==> src/rtl/divider_pkg.sv <==
// Shared core package: ALU and divider operation encodings plus small decode helpers.
package divider_pkg;

  typedef enum logic [2:0] {
    AluAdd, AluSub, AluAnd, AluOr, AluXor, AluSll, AluSrl, AluSra
  } aluOp_t;

  // Encoding matches the low two funct3 bits of the RV32M divide group.
  typedef enum logic [1:0] {
    OpDiv, OpDivu, OpRem, OpRemu
  } divOp_t;

  function automatic logic op_is_signed(divOp_t o);
    return (o == OpDiv) || (o == OpRem);
  endfunction

  function automatic logic op_is_rem(divOp_t o);
    return (o == OpRem) || (o == OpRemu);
  endfunction

endpackage

==> src/rtl/div_step.sv <==
// One restoring-division step: shift in the next dividend bit, trial-subtract the divisor.
module div_step #(
  parameter int unsigned Width = 32
) (
  input  logic [Width:0]   rem_in,
  input  logic [Width-1:0] div_b,
  input  logic             next_bit,
  output logic [Width:0]   rem_out,
  output logic             q_bit
);

  logic [Width+1:0] shifted;
  logic [Width+1:0] diff;

  always_comb begin
    shifted = {rem_in, next_bit};
    diff    = shifted - {2'b00, div_b};
    q_bit   = ~diff[Width+1];
    rem_out = q_bit ? diff[Width:0] : shifted[Width:0];
  end

endmodule

==> src/rtl/divider.sv <==
// Iterative radix-2 restoring divider for DIV/DIVU/REM/REMU; fixed Width+2 cycle latency.
module divider
  import divider_pkg::*;
#(
  parameter int unsigned Width = 32
) (
  input  logic             clk,
  input  logic             rst,
  input  logic             start,
  input  divOp_t           op,
  input  logic [Width-1:0] dividend,
  input  logic [Width-1:0] divisor,
  output logic             busy,
  output logic             done,
  output logic [Width-1:0] result
);

  localparam int unsigned CntW = $clog2(Width);

  localparam logic [1:0] StIdle = 2'd0;
  localparam logic [1:0] StPrep = 2'd1;
  localparam logic [1:0] StIter = 2'd2;
  localparam logic [1:0] StFix  = 2'd3;

  logic [1:0]      state_q, state_d;
  divOp_t          op_q, op_d;
  logic [Width-1:0] aq_q, aq_d;  // dividend magnitude, shifted out as quotient shifts in
  logic [Width-1:0] b_q, b_d;
  logic [Width:0]   r_q, r_d;
  logic [CntW-1:0]  cnt_q, cnt_d;
  logic             q_neg_q, q_neg_d;
  logic             r_neg_q, r_neg_d;
  logic [Width-1:0] result_q, result_d;

  logic [Width:0]   step_r;
  logic             step_q;
  logic             sign_a, sign_b;
  logic [Width-1:0] q_fin, r_fin;

  div_step #(
    .Width(Width)
  ) u_step (
    .rem_in  (r_q),
    .div_b   (b_q),
    .next_bit(aq_q[Width-1]),
    .rem_out (step_r),
    .q_bit   (step_q)
  );

  assign sign_a = op_is_signed(op_q) & aq_q[Width-1];
  assign sign_b = op_is_signed(op_q) & b_q[Width-1];
  assign q_fin  = {aq_q[Width-2:0], step_q};
  assign r_fin  = step_r[Width-1:0];

  always_comb begin
    state_d  = state_q;
    op_d     = op_q;
    aq_d     = aq_q;
    b_d      = b_q;
    r_d      = r_q;
    cnt_d    = cnt_q;
    q_neg_d  = q_neg_q;
    r_neg_d  = r_neg_q;
    result_d = result_q;
    case (state_q)
      // The done cycle (StFix) is also the first idle cycle, so it accepts start.
      StIdle, StFix: begin
        state_d = StIdle;
        if (start) begin
          state_d = StPrep;
          op_d    = op;
          aq_d    = dividend;
          b_d     = divisor;
        end
      end
      StPrep: begin
        aq_d    = sign_a ? -aq_q : aq_q;
        b_d     = sign_b ? -b_q : b_q;
        q_neg_d = (sign_a ^ sign_b) & (b_q != '0);
        r_neg_d = sign_a;
        r_d     = '0;
        cnt_d   = CntW'(Width - 1);
        state_d = StIter;
      end
      StIter: begin
        r_d   = step_r;
        aq_d  = q_fin;
        cnt_d = cnt_q - CntW'(1);
        if (cnt_q == '0) begin
          state_d = StFix;
          // Sign fix-up folded into the last step so result is ready with done.
          if (op_is_rem(op_q)) result_d = r_neg_q ? -r_fin : r_fin;
          else                 result_d = q_neg_q ? -q_fin : q_fin;
        end
      end
      default: state_d = StIdle;
    endcase
  end

  always_ff @(posedge clk) begin
    if (rst) begin
      state_q  <= StIdle;
      op_q     <= OpDiv;
      aq_q     <= '0;
      b_q      <= '0;
      r_q      <= '0;
      cnt_q    <= '0;
      q_neg_q  <= 1'b0;
      r_neg_q  <= 1'b0;
      result_q <= '0;
    end else begin
      state_q  <= state_d;
      op_q     <= op_d;
      aq_q     <= aq_d;
      b_q      <= b_d;
      r_q      <= r_d;
      cnt_q    <= cnt_d;
      q_neg_q  <= q_neg_d;
      r_neg_q  <= r_neg_d;
      result_q <= result_d;
    end
  end

  assign busy   = (state_q == StPrep) || (state_q == StIter);
  assign done   = (state_q == StFix);
  assign result = result_q;

endmodule

==> config.mk <==
export PLATFORM = sky130hd
export DESIGN_NAME = divider
export DESIGN_NICKNAME = d
export VERILOG_FILES = /design/src/rtl/divider_pkg.sv /design/src/rtl/div_step.sv /design/src/rtl/divider.sv
export SDC_FILE = /design/constraint.sdc
export NUM_CORES = 1
export LEC_CHECK = 0
export CAP_MARGIN = 20
export CORE_AREA = 5 5 150 152
export DETAILED_ROUTE_END_ITERATION = 8
export DIE_AREA = 0 0 155 157
export PLACE_DENSITY = 0.76
export SYNTH_ARGS = -nofsm -noshare
export SYNTH_HDL_FRONTEND = slang
export SYNTH_HIERARCHICAL = 1
export SYNTH_SLANG_ARGS = --single-unit
==> constraint.sdc <==
create_clock -name clk -period 5.2 [get_ports clk]
set_input_delay 1.3 -clock clk [delete_from_list [all_inputs] [get_ports clk]]
set_output_delay 1.3 -clock clk [all_outputs]
set_load 0.05 [all_outputs]
======== Word level (Yosys, flattened, before mapping) ========
Index checks and enable logic that the tools add are counted.
cells by class
  add/sub/neg operators ................... 6
  equal/unequal tests ..................... 9
  multiplexer cells ....................... 15
  bitwise gates (word level) .............. 5
  reduce and logical (&&, ||, !) cells .... 14
operator list
  cell                   number
  $mux W32               7
  $neg A32 Y32           4
  $pmux W32 S3           1
  $pmux W33 S2           1
  $pmux W32 S2           1
  $sub A34 B32 Y34       1
  $mux W33               1
  $reduce_bool A32 Y1    1
  $pmux W5 S2            1
  $eq A2 B2 Y1 const B   4
  $ne A2 B2 Y1 const B   4
  $pmux W2 S3            1
  $reduce_and A2 Y1      3
  $logic_not A5 Y1       1
  $sub A5 B1 Y5 const B  1
  $logic_not A2 Y1       2
  $reduce_bool A2 Y1     2
  $and A1 B1 Y1          3
  $logic_or A1 B1 Y1     3
  $reduce_and A3 Y1      1
  $eq A2 B1 Y1 const B   1
  $mux W2                1
  $reduce_or A2 Y1       1
  $mux W1                1
  2 further kinds        2
storage, ports and cells
  input port bits ......................... 69
  bits in registers ....................... 140
  word-level logic and storage cells ...... 58
  output and inout bits ................... 34

======== Depth between registers and ports, before layout ========
  word-level depth ........................ 5
  mapped depth ............................ 22
  gate-level depth less buffers ........... 19

======== By module ========
Netlist, hierarchy kept.
by module, submodules not included
  module    times used  seq. area each (sq um)  area an instance (sq um)  cells each
  divider   1           2802.7                  8685.8                    1170
  div_step  1           0.0                     2170.8                    328

======== Least setup slack after synthesis ========
No wires, ideal clock.
  path kind ............................... register to register
  start point ............................. reg b_q[9]
  end point ............................... reg result_q[28], in the netlist result[28]
  path slack .............................. 0.277 ns
  period minus slack after synthesis ...... 4.923 ns
  required time ........................... 5.105 ns
  arrival ................................. 4.828 ns
  stages on the path, launching flop included .. 21
  library setup time ...................... 0.095 ns
  path buffers ............................ 2
  cell sequence ........................... dfxtp_1 > inv_1 > ha_1 > and3_1 > or3b_1 > a211oi_2 > o31ai_1 > and3_4 > o31a_4 > xor2_4 > clkbuf_1 > o21ai_0 > inv_1 > ha_1 > or3b_1 > clkbuf_1 > nor4_1 > nand2_1 > o41ai_1 > xor2_1 > a221oi_1
on the way
  longest elaborated chain between the ends .. 5
  elaborated cells between the ends (all ways) .. 8
  those cells by class .................... add/sub (3); mux (4); bitwise (1)
RTL lines
  what                    RTL line        RTL
  from (decl)             divider.sv:28   logic [Width-1:0] b_q, b_d;
  from (signal assigned)  divider.sv:105  b_q <= '0;
  from (signal assigned)  divider.sv:115  b_q <= b_d;
  $sub A34 B32 Y34        div_step.sv:17  diff = shifted - {2'b00, div_b};
  $mux W33                div_step.sv:19  rem_out = q_bit ? diff[Width:0] : shifted[Width:0];
  via step_r[0]           divider.sv:35   logic [Width:0] step_r;
  $neg A32 Y32            divider.sv:92   if (op_is_rem(op_q)) result_d = r_neg_q ? -r_fin : r_fin;
  $mux W32 (2 in a row)   divider.sv:92
  to (signal assigned)    divider.sv:120  result_q <= result_d;
  to (decl)               divider.sv:33   logic [Width-1:0] result_q, result_d;
The timed path passes the listed nets, and every way through them passes these cells.
A chain may end at the register's enable or synchronous reset.

======== Worst setup path after layout ========
  start point ............................. reg b_q[10]
  end point ............................... reg result_q[23], in the netlist result[23]
The elaborated chain is that of the path after synthesis.

==> summary.md <==
| Metric | Value |
|---|---|
| Initial Util | 0.520 |
| Clock skew | 8.94 ps |
| Mean post-synth cell area | 7.25 µm² |
| EDFF count, synth | 0 |
| Largest family of logic cells by synthesized area | compound AO/OA/AOI/OAI gates |
| Xor/xnor share of the synthesized area | 0.0647 |
| Cells after DPL | 1834 |
| Synth Area in Compound Gates | 0.301 |
| Post-route ant nets | 0 |
| Number of global-route vias before repair | 10900 |
| Syn nets | 1608 |
| CTS Sinks | 140 |
| Pwr/cell area | 697 nW/µm² |
| Final net count | 1696 |
| Mux contribution to synthesized area | 0.0210 |
| GRT Residual Overflow | 0 |
| Die span in y | 157 µm |
| Worst hold path type | reg2reg |
| Vias | 12000 |
| Worst-margin pin slew | 1060 ps |
| DR vias/cell | 6.38 |
| Ports | 103 |
| Dominant synthesized flop cell | dfxtp_1 |
| Register bit total from synthesis | 140 |
| Die area | 24300 µm² |
| Max VDD drop | 1.05 mV |
| Post-route cell area | 13200 µm² |
| Register area share after synthesis | 0.258 |
| Netlist cell types | 90 |
| Drt first pass iters | 5 |
| Outcome | finished clean |
| IO buf count | 102 |
| Final Setup Violations | 0 |
| Slew Limit Fails | 0 |
| Req. time, crit path | 5510 ps |
| GRT Util Overall | 0.295 |
| CP Capture Type | register |
| CTS tree | yes |
| Peak Freq | 199 MHz |
| Commonest cells post-synth | nand2_1 (179), dfxtp_1 (140), nor2_1 (136), o21ai_0 (136), a21oi_1 (104) |
| Cell leakage power | 5.06 nW |
| Area grow syn2layout | 21.4% |
| CORE AREA | 20900 µm² |
| Post-Place Cell Area | 12300 µm² |
| Fin cells | 1874 |
| CP peak stage delay | 460 ps |
| Hold buffers post-CTS | 0 |
| Largest net degree at the start of global routing | 101 |
| CP max-delay cell | or4_4 |
| Final Hold Viols | 0 |
| Yosys top cell area share | 0.258 |
| Most common cell in the synthesized netlist | nand2_1 |
| Share of cells above drive strength 1 | 0.108 |
| Crit path DAT | 5320 ps |
| H-Tree Depth | 4 |
| Mapped cell area | 10900 µm² |
| Most used cell, CP | o21ai_0 |
| Critical Path, Cell by Cell | inv_1 > ha_4 > and3_1 > or3b_4 > a211oi_4 > o31ai_2 > and3_4 > o31a_4 > xor2_4 > buf_6 > nand2_1 > o21ai_0 > buf_4 > or4_1 > or4_4 > or2_4 > o41ai_4 > xor2_1 > o21ai_0 |
| Post-layout minimum cycle time | 5020 ps |
| Share of synthesized registers carrying an async set or reset | 0 |
| DRT iter0 DRCs | 1163 |
| WL final | 37.6 mm |
| Period Utilization, post-route | 0.965 |
| Clock Path Buffers | 2 |
| Clk root buf | clkbuf_16 |
| Initial antenna violation count | 1 |
| Clock Latency Late Sink | 440 ps |
| Top cells by area, synth | dfxtp_1 (26%), o21ai_0 (6.3%), nand2_1 (6.2%) |
| First-pass GRT wire length | 58.3 mm |
| Placer Congestion | 0.980 |
| Clock slew at the register clock pins of the worst setup and hold paths | 70 ps |
| Cell row count | 53 |
| Slew headroom | 0.290 |
| DRC | 0 |
| Routed WL per cell | 20.0 µm |
| Filler Cell Count | 1875 |
| Buf/Inv on CP | 3 |
| Post-Synthesis Cells | 1498 |
| Synth Area in Adders | 0.0479 |
| ANT cells | 0 |
| Biggest area consumer among synthesized cells | dfxtp_1 |
| Simple-gate share of the synthesized area | 0.246 |
| Worst setup path class | reg2reg |
| Max_cap viols | 0 |
| Crit Path Max Fanout | 5 |
| Inserted Clock Buffers | 17 |
| Die Wd | 155 µm |
| Syn. warnings | 6 |
| Hpwl dp | 27.1 mm |
| Delay-heaviest family, CP | simple AND/OR/NAND/NOR gates |
| Critical path launch point type | register |
[cells by family (layout without fill, tap and decap cells)]
logic type      Yosys count  in the layout
mux                      22             22
flops                   140            140
buf+inv                 169            268
compound gates          497            497
fa+ha+maj                41             41
xor+xnor                 78             80
simple gates            551            551
[power by group]
part	leakage, nW	switching, mW	internal [mW]
Clock	0.286	0.538	0.714
Sequential	1.14	0.477	1.36
Combinational	3.63	3.83	2.27
Total	5.06	4.84	4.35
[metrics by stage]
| stage | utilization | hold WS, ps | TNS [ps] | setup slack [ps] | power [mW] |
|---|---|---|---|---|---|
| floorplan | - | 448 | 0 | 277 | 5.77 |
| CTS | 0.618 | 454 | 0 | 24.1 | 8.80 |
| detailed placement | 0.590 | 447 | 0 | 94.7 | 7.52 |
| global route | 0.631 | 487 | -74.2 | -27.6 | 9.80 |
| finish | 0.631 | 453 | 0 | 183 | 9.19 |
| global placement | 0.590 | 440 | 0 | 210 | 7.44 |
[path summary, 6_finish.rpt]
kind	startpoint	to	slack [ps]	cells past startpoint
setup / recovery	b_q[10]	result[23]	180	19
hold / removal	result[5]	result[5]	450	2
setup reg to reg	b_q[10]	result[23]	180	19
hold reg to reg	result[5]	result[5]	450	2
[worst min-delay path, cell delays in order, from the launching register on]
cell and delay (ps):
dfxtp_1 310, nand2_1 50, a21oi_1 50
[final cells by class]
cell class              instances  area, µm²  share of cell area
clock buffers                  17        425              0.0323
clock inverters                15        163              0.0123
inverters                      58        218              0.0165
multi-input cells            1191       7590               0.576
flip-flops and latches        140       2810               0.213
well taps                     275        344              0.0261
repair buffers                178       1620               0.123
[cells in the final DEF, fill, tap and decap left out, drive strengths merged, types with 40 or more instances in the layout]
cell type | netlist | final
a21oi | 104 | 104
a22oi | 57 | 57
buf | 16 | 77
clkdlybuf4s50 | 0 | 101
dfxtp | 140 | 140
ha | 40 | 40
inv | 57 | 62
nand2 | 179 | 179
nor2 | 136 | 136
nor3 | 51 | 51
o21ai | 139 | 139
xor2 | 47 | 49
[repair_timing]
item / 4_1_cts / 5_1_grt
buffers inserted: 0 / 5
resized for setup: 0 / 36
endpoints found under the setup margin: 0 / 24
[flip-flops by register name, indices dropped and copies added, names as in the netlist]
| register | count |
|---|---|
| r_q | 33 |
| aq_q | 32 |
| b_q | 32 |
| result | 32 |
| cnt_q | 5 |
| op_q | 2 |
| state_q | 2 |
| q_neg_q | 1 |
| r_neg_q | 1 |
[per-layer routing]
metal / GRT usage / routed length (µm)
met4: 0.103 / 1110
met3: 0.0511 / 2960
met5: 0 / 9
met2: 0.474 / 17400
met1: 0.401 / 16100
(Power assumes the default switching activity.)
